--- config.mk ---
export PLATFORM = sky130hd
export DESIGN_NAME = alu_spi_master
export DESIGN_NICKNAME = d
export VERILOG_FILES = /design/src/rtl/alu_spi_master_pkg.sv /design/src/rtl/alu_spi_master_spi_bit_counter.sv /design/src/rtl/alu_spi_master.sv
export SDC_FILE = /design/constraint.sdc
export NUM_CORES = 1
export LEC_CHECK = 0
export ABC_AREA = 1
export ABC_CLOCK_PERIOD_IN_PS = 1700
export BUFFER_PORTS_ARGS = -buffer_cell sky130_fd_sc_hd__buf_2
export CORE_MARGIN = 2
export CORE_UTILIZATION = 25
export CTS_BUF_LIST = sky130_fd_sc_hd__clkbuf_4 sky130_fd_sc_hd__clkbuf_8
export DETAILED_ROUTE_END_ITERATION = 6
export SLEW_MARGIN = 20
export SYNTH_ARGS = -nofsm -noshare
export SYNTH_HDL_FRONTEND = slang
export SYNTH_SLANG_ARGS = --single-unit
--- constraint.sdc ---
create_clock -name i_clock -period 1.7 [get_ports i_clock]
set_input_delay 0.255 -clock i_clock [delete_from_list [all_inputs] [get_ports i_clock]]
set_output_delay 0.255 -clock i_clock [all_outputs]
set_load 0.02 [all_outputs]
--- src/rtl/alu_spi_master_pkg.sv ---
// -----------------------------------------------------------------------------
// alu_spi_master_pkg
// Shared ISA definitions for the serial ALU/shifter slaves and their bus master.
//   REGISTER_SIZE : width of operands and results
//   Instruction   : 4-bit opcode carried in the packet LSBs
//   AluPacket     : {op_2, op_1, op_code}. Because op_code is the last member
//                   of the packed struct, it lands in the LSBs and goes out first
//                   on a serial link.
// -----------------------------------------------------------------------------
package alu_spi_master_pkg;

    localparam int REGISTER_SIZE = 16;

    typedef enum logic [3:0] {
        OP_ADD = 4'h0,
        OP_SUB = 4'h1,
        OP_AND = 4'h2,
        OP_OR  = 4'h3,
        OP_ROL = 4'h4,
        OP_ROR = 4'h5,
        OP_SHL = 4'h6,
        OP_SHR = 4'h7
    } Instruction;

    typedef struct packed {
        logic [REGISTER_SIZE-1:0] op_2;
        logic [REGISTER_SIZE-1:0] op_1;
        Instruction               op_code;
    } AluPacket;

endpackage

--- src/rtl/alu_spi_master_spi_bit_counter.sv ---
// -----------------------------------------------------------------------------
// spi_bit_counter
// Up-counter with a synchronous clear and a terminal-count flag. The master uses
// one instance for serial bit positions and another for the ready-flag timeout.
//   i_clock    : rising-edge clock
//   i_reset    : synchronous, active-low reset
//   i_load     : clear the count to zero (takes priority over i_enable)
//   i_enable   : advance the count by one
//   i_terminal : value at which o_done is asserted
//   o_done     : count equals i_terminal
// -----------------------------------------------------------------------------
module spi_bit_counter #(
    parameter int W = 8
) (
    input  logic         i_clock,
    input  logic         i_reset,
    input  logic         i_load,
    input  logic         i_enable,
    input  logic [W-1:0] i_terminal,
    output logic         o_done
);

    logic [W-1:0] r_count;

    always_ff @(posedge i_clock) begin
        if (!i_reset) begin
            r_count <= '0;
        end else if (i_load) begin
            r_count <= '0;
        end else if (i_enable) begin
            r_count <= r_count + W'(1);
        end
    end

    assign o_done = (r_count == i_terminal);

endmodule

--- src/rtl/alu_spi_master.sv ---
// -----------------------------------------------------------------------------
// alu_spi_master
// Bus master for the serial ALU/shifter slaves. It takes one operation from the
// host, sends it to one slave as a start bit followed by the AluPacket (LSB
// first), waits for the slave's ready flag on MISO, then shifts in the result
// (LSB first) and presents it on the response port. One transaction in flight.
//   i_clock / i_reset        : clock, synchronous active-low reset
//   i_req_valid/o_req_ready  : request handshake (ready only while idle)
//   i_req_slave              : target slave; out-of-range gives an error response
//   i_req_op/_op_1/_op_2     : opcode and operands
//   o_rsp_valid/i_rsp_ready  : response handshake, held until accepted
//   o_rsp_data/o_rsp_error   : result (0 on error), error = timeout or bad index
//   o_mosi, o_nss, i_miso    : serial bus, o_nss active-low, at most one low
// -----------------------------------------------------------------------------
module alu_spi_master
    import alu_spi_master_pkg::*;
#(
    parameter  int NUM_SLAVES = 4,
    parameter  int TIMEOUT    = 255,
    // One extra bit so the host can present indices beyond the populated
    // slaves; those are answered with an error instead of aliasing onto a slave.
    localparam int SEL_W      = $clog2(NUM_SLAVES) + 1,
    localparam int PKT_W      = $bits(AluPacket)
) (
    input  logic                     i_clock,
    input  logic                     i_reset,
    input  logic                     i_req_valid,
    output logic                     o_req_ready,
    input  logic [SEL_W-1:0]         i_req_slave,
    input  Instruction               i_req_op,
    input  logic [REGISTER_SIZE-1:0] i_req_op_1,
    input  logic [REGISTER_SIZE-1:0] i_req_op_2,
    output logic                     o_rsp_valid,
    input  logic                     i_rsp_ready,
    output logic [REGISTER_SIZE-1:0] o_rsp_data,
    output logic                     o_rsp_error,
    output logic                     o_mosi,
    output logic [NUM_SLAVES-1:0]    o_nss,
    input  logic [NUM_SLAVES-1:0]    i_miso
);

    typedef enum logic [2:0] {
        ST_IDLE,
        ST_SELECT,
        ST_START,
        ST_TX,
        ST_WAIT,
        ST_RX,
        ST_DONE
    } state_t;

    localparam int                BIT_W       = $clog2(PKT_W);
    localparam int                WAIT_W      = 16;
    localparam logic [SEL_W-1:0]  SLAVE_LIMIT = SEL_W'(NUM_SLAVES);
    localparam logic [BIT_W-1:0]  TX_LAST     = BIT_W'(PKT_W - 1);
    localparam logic [BIT_W-1:0]  RX_LAST     = BIT_W'(REGISTER_SIZE - 1);
    localparam logic [WAIT_W-1:0] WAIT_LAST   = WAIT_W'(TIMEOUT - 1);

    state_t                   r_state;
    logic [PKT_W-1:0]         r_shift;
    logic [NUM_SLAVES-1:0]    r_nss;
    logic                     r_mosi;
    logic                     r_req_ready;
    logic                     r_rsp_valid;
    logic                     r_rsp_error;
    logic [REGISTER_SIZE-1:0] r_rsp_data;

    AluPacket                 w_req_pkt;
    logic [NUM_SLAVES-1:0]    w_req_sel;
    logic                     w_miso_sel;
    logic                     w_bit_load;
    logic                     w_bit_en;
    logic                     w_bit_done;
    logic [BIT_W-1:0]         w_bit_last;
    logic                     w_wait_load;
    logic                     w_wait_en;
    logic                     w_wait_done;

    assign w_req_pkt = '{op_2: i_req_op_2, op_1: i_req_op_1, op_code: i_req_op};
    assign w_req_sel = NUM_SLAVES'(1) << i_req_slave;
    // The low select line itself marks the addressed slave, so MISO is picked
    // through it; unselected lines are masked off whatever they carry.
    assign w_miso_sel = |(i_miso & ~r_nss);

    // Counters are held at zero outside the states that use them, so they
    // always start from bit 0 / wait cycle 0 on entry.
    always_comb begin
        w_bit_en    = (r_state == ST_TX) || (r_state == ST_RX);
        w_bit_load  = !w_bit_en;
        w_bit_last  = (r_state == ST_TX) ? TX_LAST : RX_LAST;
        w_wait_en   = (r_state == ST_WAIT);
        w_wait_load = !w_wait_en;
    end

    spi_bit_counter #(.W(BIT_W)) u_bit_cnt (
        .i_clock    (i_clock),
        .i_reset    (i_reset),
        .i_load     (w_bit_load),
        .i_enable   (w_bit_en),
        .i_terminal (w_bit_last),
        .o_done     (w_bit_done)
    );

    spi_bit_counter #(.W(WAIT_W)) u_wait_cnt (
        .i_clock    (i_clock),
        .i_reset    (i_reset),
        .i_load     (w_wait_load),
        .i_enable   (w_wait_en),
        .i_terminal (WAIT_LAST),
        .o_done     (w_wait_done)
    );

    always_ff @(posedge i_clock) begin
        if (!i_reset) begin
            r_state     <= ST_IDLE;
            r_shift     <= '0;
            r_nss       <= '1;
            r_mosi      <= 1'b0;
            r_req_ready <= 1'b1;
            r_rsp_valid <= 1'b0;
            r_rsp_error <= 1'b0;
            r_rsp_data  <= '0;
        end else begin
            case (r_state)
                ST_IDLE: begin
                    if (i_req_valid) begin
                        r_shift     <= w_req_pkt;
                        r_rsp_data  <= '0;
                        r_req_ready <= 1'b0;
                        if (i_req_slave >= SLAVE_LIMIT) begin
                            // Bad index: answer at once, bus untouched.
                            r_rsp_error <= 1'b1;
                            r_rsp_valid <= 1'b1;
                            r_state     <= ST_DONE;
                        end else begin
                            r_rsp_error <= 1'b0;
                            r_nss       <= ~w_req_sel;
                            r_mosi      <= 1'b0;
                            r_state     <= ST_SELECT;
                        end
                    end
                end
                ST_SELECT: begin
                    r_mosi  <= 1'b1;
                    r_state <= ST_START;
                end
                ST_START: begin
                    // Outputs are registered, so the next bit is staged one
                    // cycle ahead from the shift register's LSB.
                    r_mosi  <= r_shift[0];
                    r_shift <= r_shift >> 1;
                    r_state <= ST_TX;
                end
                ST_TX: begin
                    if (w_bit_done) begin
                        r_mosi  <= 1'b0;
                        r_state <= ST_WAIT;
                    end else begin
                        r_mosi  <= r_shift[0];
                        r_shift <= r_shift >> 1;
                    end
                end
                ST_WAIT: begin
                    if (w_miso_sel) begin
                        r_state <= ST_RX;
                    end else if (w_wait_done) begin
                        r_nss       <= '1;
                        r_rsp_error <= 1'b1;
                        r_rsp_valid <= 1'b1;
                        r_state     <= ST_DONE;
                    end
                end
                ST_RX: begin
                    // Shift in from the top: after REGISTER_SIZE bits the first
                    // received bit sits in bit 0.
                    r_rsp_data <= {w_miso_sel, r_rsp_data[REGISTER_SIZE-1:1]};
                    if (w_bit_done) begin
                        r_nss       <= '1;
                        r_rsp_valid <= 1'b1;
                        r_state     <= ST_DONE;
                    end
                end
                ST_DONE: begin
                    if (i_rsp_ready) begin
                        r_rsp_valid <= 1'b0;
                        r_req_ready <= 1'b1;
                        r_state     <= ST_IDLE;
                    end
                end
                default: begin
                    r_nss       <= '1;
                    r_mosi      <= 1'b0;
                    r_rsp_valid <= 1'b0;
                    r_req_ready <= 1'b1;
                    r_state     <= ST_IDLE;
                end
            endcase
        end
    end

    assign o_req_ready = r_req_ready;
    assign o_rsp_valid = r_rsp_valid;
    assign o_rsp_data  = r_rsp_data;
    assign o_rsp_error = r_rsp_error;
    assign o_mosi      = r_mosi;
    assign o_nss       = r_nss;

endmodule
==> reports/results.ini <==
[routing]
remaining_drc_errors = 0
drtIter0Drc = 253
viasPerCell = 4.23
drt-total-wl_mm = 10.0
wl_per_cell_um = 10.8
num_vias = 3923
ant_nets = 0
drt-pass1-iter-count = 5

[synthesis]
yosysTopAreaCell = dfxtp_1
syn_nets = 677
synth_edf_count = 0
ys_seq_area_share_pct = 41.1
avgSynthCellArea_um2 = 6.61
synth_top_cells_by_count = nand2_1, nor2_1, dfxtp_1
synth_most_common_cell = nand2_1
synth_area_leaders = dfxtp_1, nand2_1, nor2_1, nor2_2, nand3_1
ys_ff_latch = 85
synth.top_cell.area_share_pct = 41.1
ys_warn_count = 0
syn_inst = 627
ys.flop_type = dfxtp_1
syn_area_um2 = 4150
synthDistinctLibCells = 33
synthArstFlopShare_pct = 0

[floorplanning]
ios = 71
initial_core_util_pct = 25.3
coreArea_um2 = 16400
chipHeight_um = 133
rows = 47
die_w_um = 133
die_area_um2 = 17600

[setup_path]
cp.arrival_ns = 1.83
startpoint_type = flop
cp_max_fo = 8
endpoint_kind = flop
crit_type = flop to flop
cp.required_ns = 1.98

[timing]
fmax_mhz = 645
setup_viol_count_final = 0
tns_ns = 0
fin_crit_sh_pct = 91.1
final_hold_viol_count = 0
setup_ws_ns = 0.151
rsz0062_at_grt = no
holdWs_ns = 0.198
fin_crit_ns = 1.55
skew_ns = 0.00931
relSlewSlack_pct = 72.4
drv_slew = 0
worst_slew_pin_slew_ns = 0.414

[outcome]
status = completed

[job]
drv_cap = 0

[placement]
gp_congestion = 0.837
port-buffer-count = 70
dpl_cell_area_um2 = 4810
dp_hpwl_mm = 7.24
place_ws_ns = 0.0919

[cts]
numCtsBuffers = 9
cts_max_path_buffers = 2
insertion_delay_ns = 0.38
cts_max_level = 3
path_clk_slew_ns = 0.09
cts_tree = built
numClockSinks = 85
clock-root-buffer = clkbuf_8

[grt]
grt_usage_pct = 11.8
antenna_found_initial = 0
grt_pass1_vias = 3510
grt_pass1_wl_mm = 16.6
grt_start_max_net_pins = 37
grt.overflow.total = 0

[hold_path]
hold_class = primary input to flop

[layout]
drive_above_1_share_pct = 21.8
synthToLayoutAreaGrowth_pct = 21.2
final_area_um2 = 5020
final_nets = 754
num_antenna_cells = 0

[pwr]
p_total_mw = 7.51
ir_drop_uv = 610
powerDensity_nw_per_um2 = 1490
p_leak_nw = 2.27

## state kept, by name, summed over array words and instances (netlist names)
| name | cells |
|---|---|
| o_rsp_error | 1 |
| o_mosi | 1 |
| o_req_ready | 1 |
| r_shift | 36 |
| o_nss | 4 |
| r_state | 3 |
| o_rsp_data | 16 |
| u_wait_cnt.r_count | 16 |
| o_rsp_valid | 1 |
| u_bit_cnt.r_count | 6 |
## worst max-delay path, cell delays in order (launching register included)
cell and delay, ns:
dfxtp_2 0.38, nor2_4 0.14, nand2_2 0.07, or2_1 0.25, buf_4 0.16, nand2_1 0.22, nor2_1 0.09, nor2_1 0.09
nor2_1 0.04
## power breakdown
part | leakage, nW | total [mW] | switching [mW] | internal [mW]
registers | 0.697 | 2.71 | 0.287 | 2.42
logic | 1.48 | 3.32 | 2.09 | 1.23
clock network | 0.0963 | 1.48 | 0.790 | 0.686
## final timing paths
| kind | start | to | slack (ns) | depth (start not counted) |
|---|---|---|---|---|
| setup reg to reg | r_state[1] | o_rsp_valid | 0.15 | 8 |
| setup / recovery | r_state[1] | o_rsp_valid | 0.15 | 8 |
| hold reg to reg | u_bit_cnt.r_count[0] | u_bit_cnt.r_count[0] | 0.46 | 1 |
| hold / removal | i_req_op_1[7] | r_shift[11] | 0.20 | 5 |
## area by class of cell
type,count,area [um2]
clock buffer,9,124
clock inverter,6,72.6
fill,1803,11400
inverter,48,183
multi-input combinational,471,2130
sequential,85,1700
tap,220,275
timing repair buffer,89,531
## cell families (layout without fill, tap and decap cells)
logic type	after synthesis	in the layout	synth area share (%)
AO/OA/AOI/OAI	82	82	10.1
XOR/XNOR	6	6	1.27
adder cells (fa/ha/maj)	3	3	0.906
buffers and inverters	71	152	7.91
flip-flops	85	85	41.1
AND/OR/NAND/NOR	380	380	38.8
## metrics by stage
| step | util (%) | instances |
|---|---|---|
| 2_1_floorplan | - | 627 |
| 3_3_place_gp | 29.3 | 913 |
| 3_5_place_dp | 29.3 | 913 |
| 4_1_cts | 30.5 | 928 |
| 5_1_grt | 30.6 | 928 |
| 6_report | 30.6 | 928 |
## routing by layer
| metal | routed length (um) | global-route usage (%) | part of all wire [%] | vias to the layer above |
|---|---|---|---|---|
| met5 | 0 | 0 | 0 | - |
| met4 | 132 | 5.08 | 1.3 | 0 |
| met3 | 512 | 3.95 | 5.1 | 9 |
| met2 | 4570 | 18.9 | 46 | 72 |
| met1 | 4790 | 14.4 | 48 | 1722 |
| li1 | - | - | - | 2120 |
## cells in the final DEF, fill, tap and decap left out, drive strengths merged, types with 4 or more instances in the layout
| master | count |
|---|---|
| nand2 | 212 |
| clkbuf | 9 |
| dfxtp | 85 |
| nand3 | 33 |
| o21ai | 52 |
| nor3 | 6 |
| buf | 89 |
| a21oi | 28 |
| clkinv | 4 |
| inv | 48 |
| nor2 | 122 |
## repair_timing
item	CTS	global route
hold buffers	0	0
buffers inserted	0	0
resized for setup	0	8
endpoints found under the setup margin	0	41
Power figures use the tool's default switching activity.
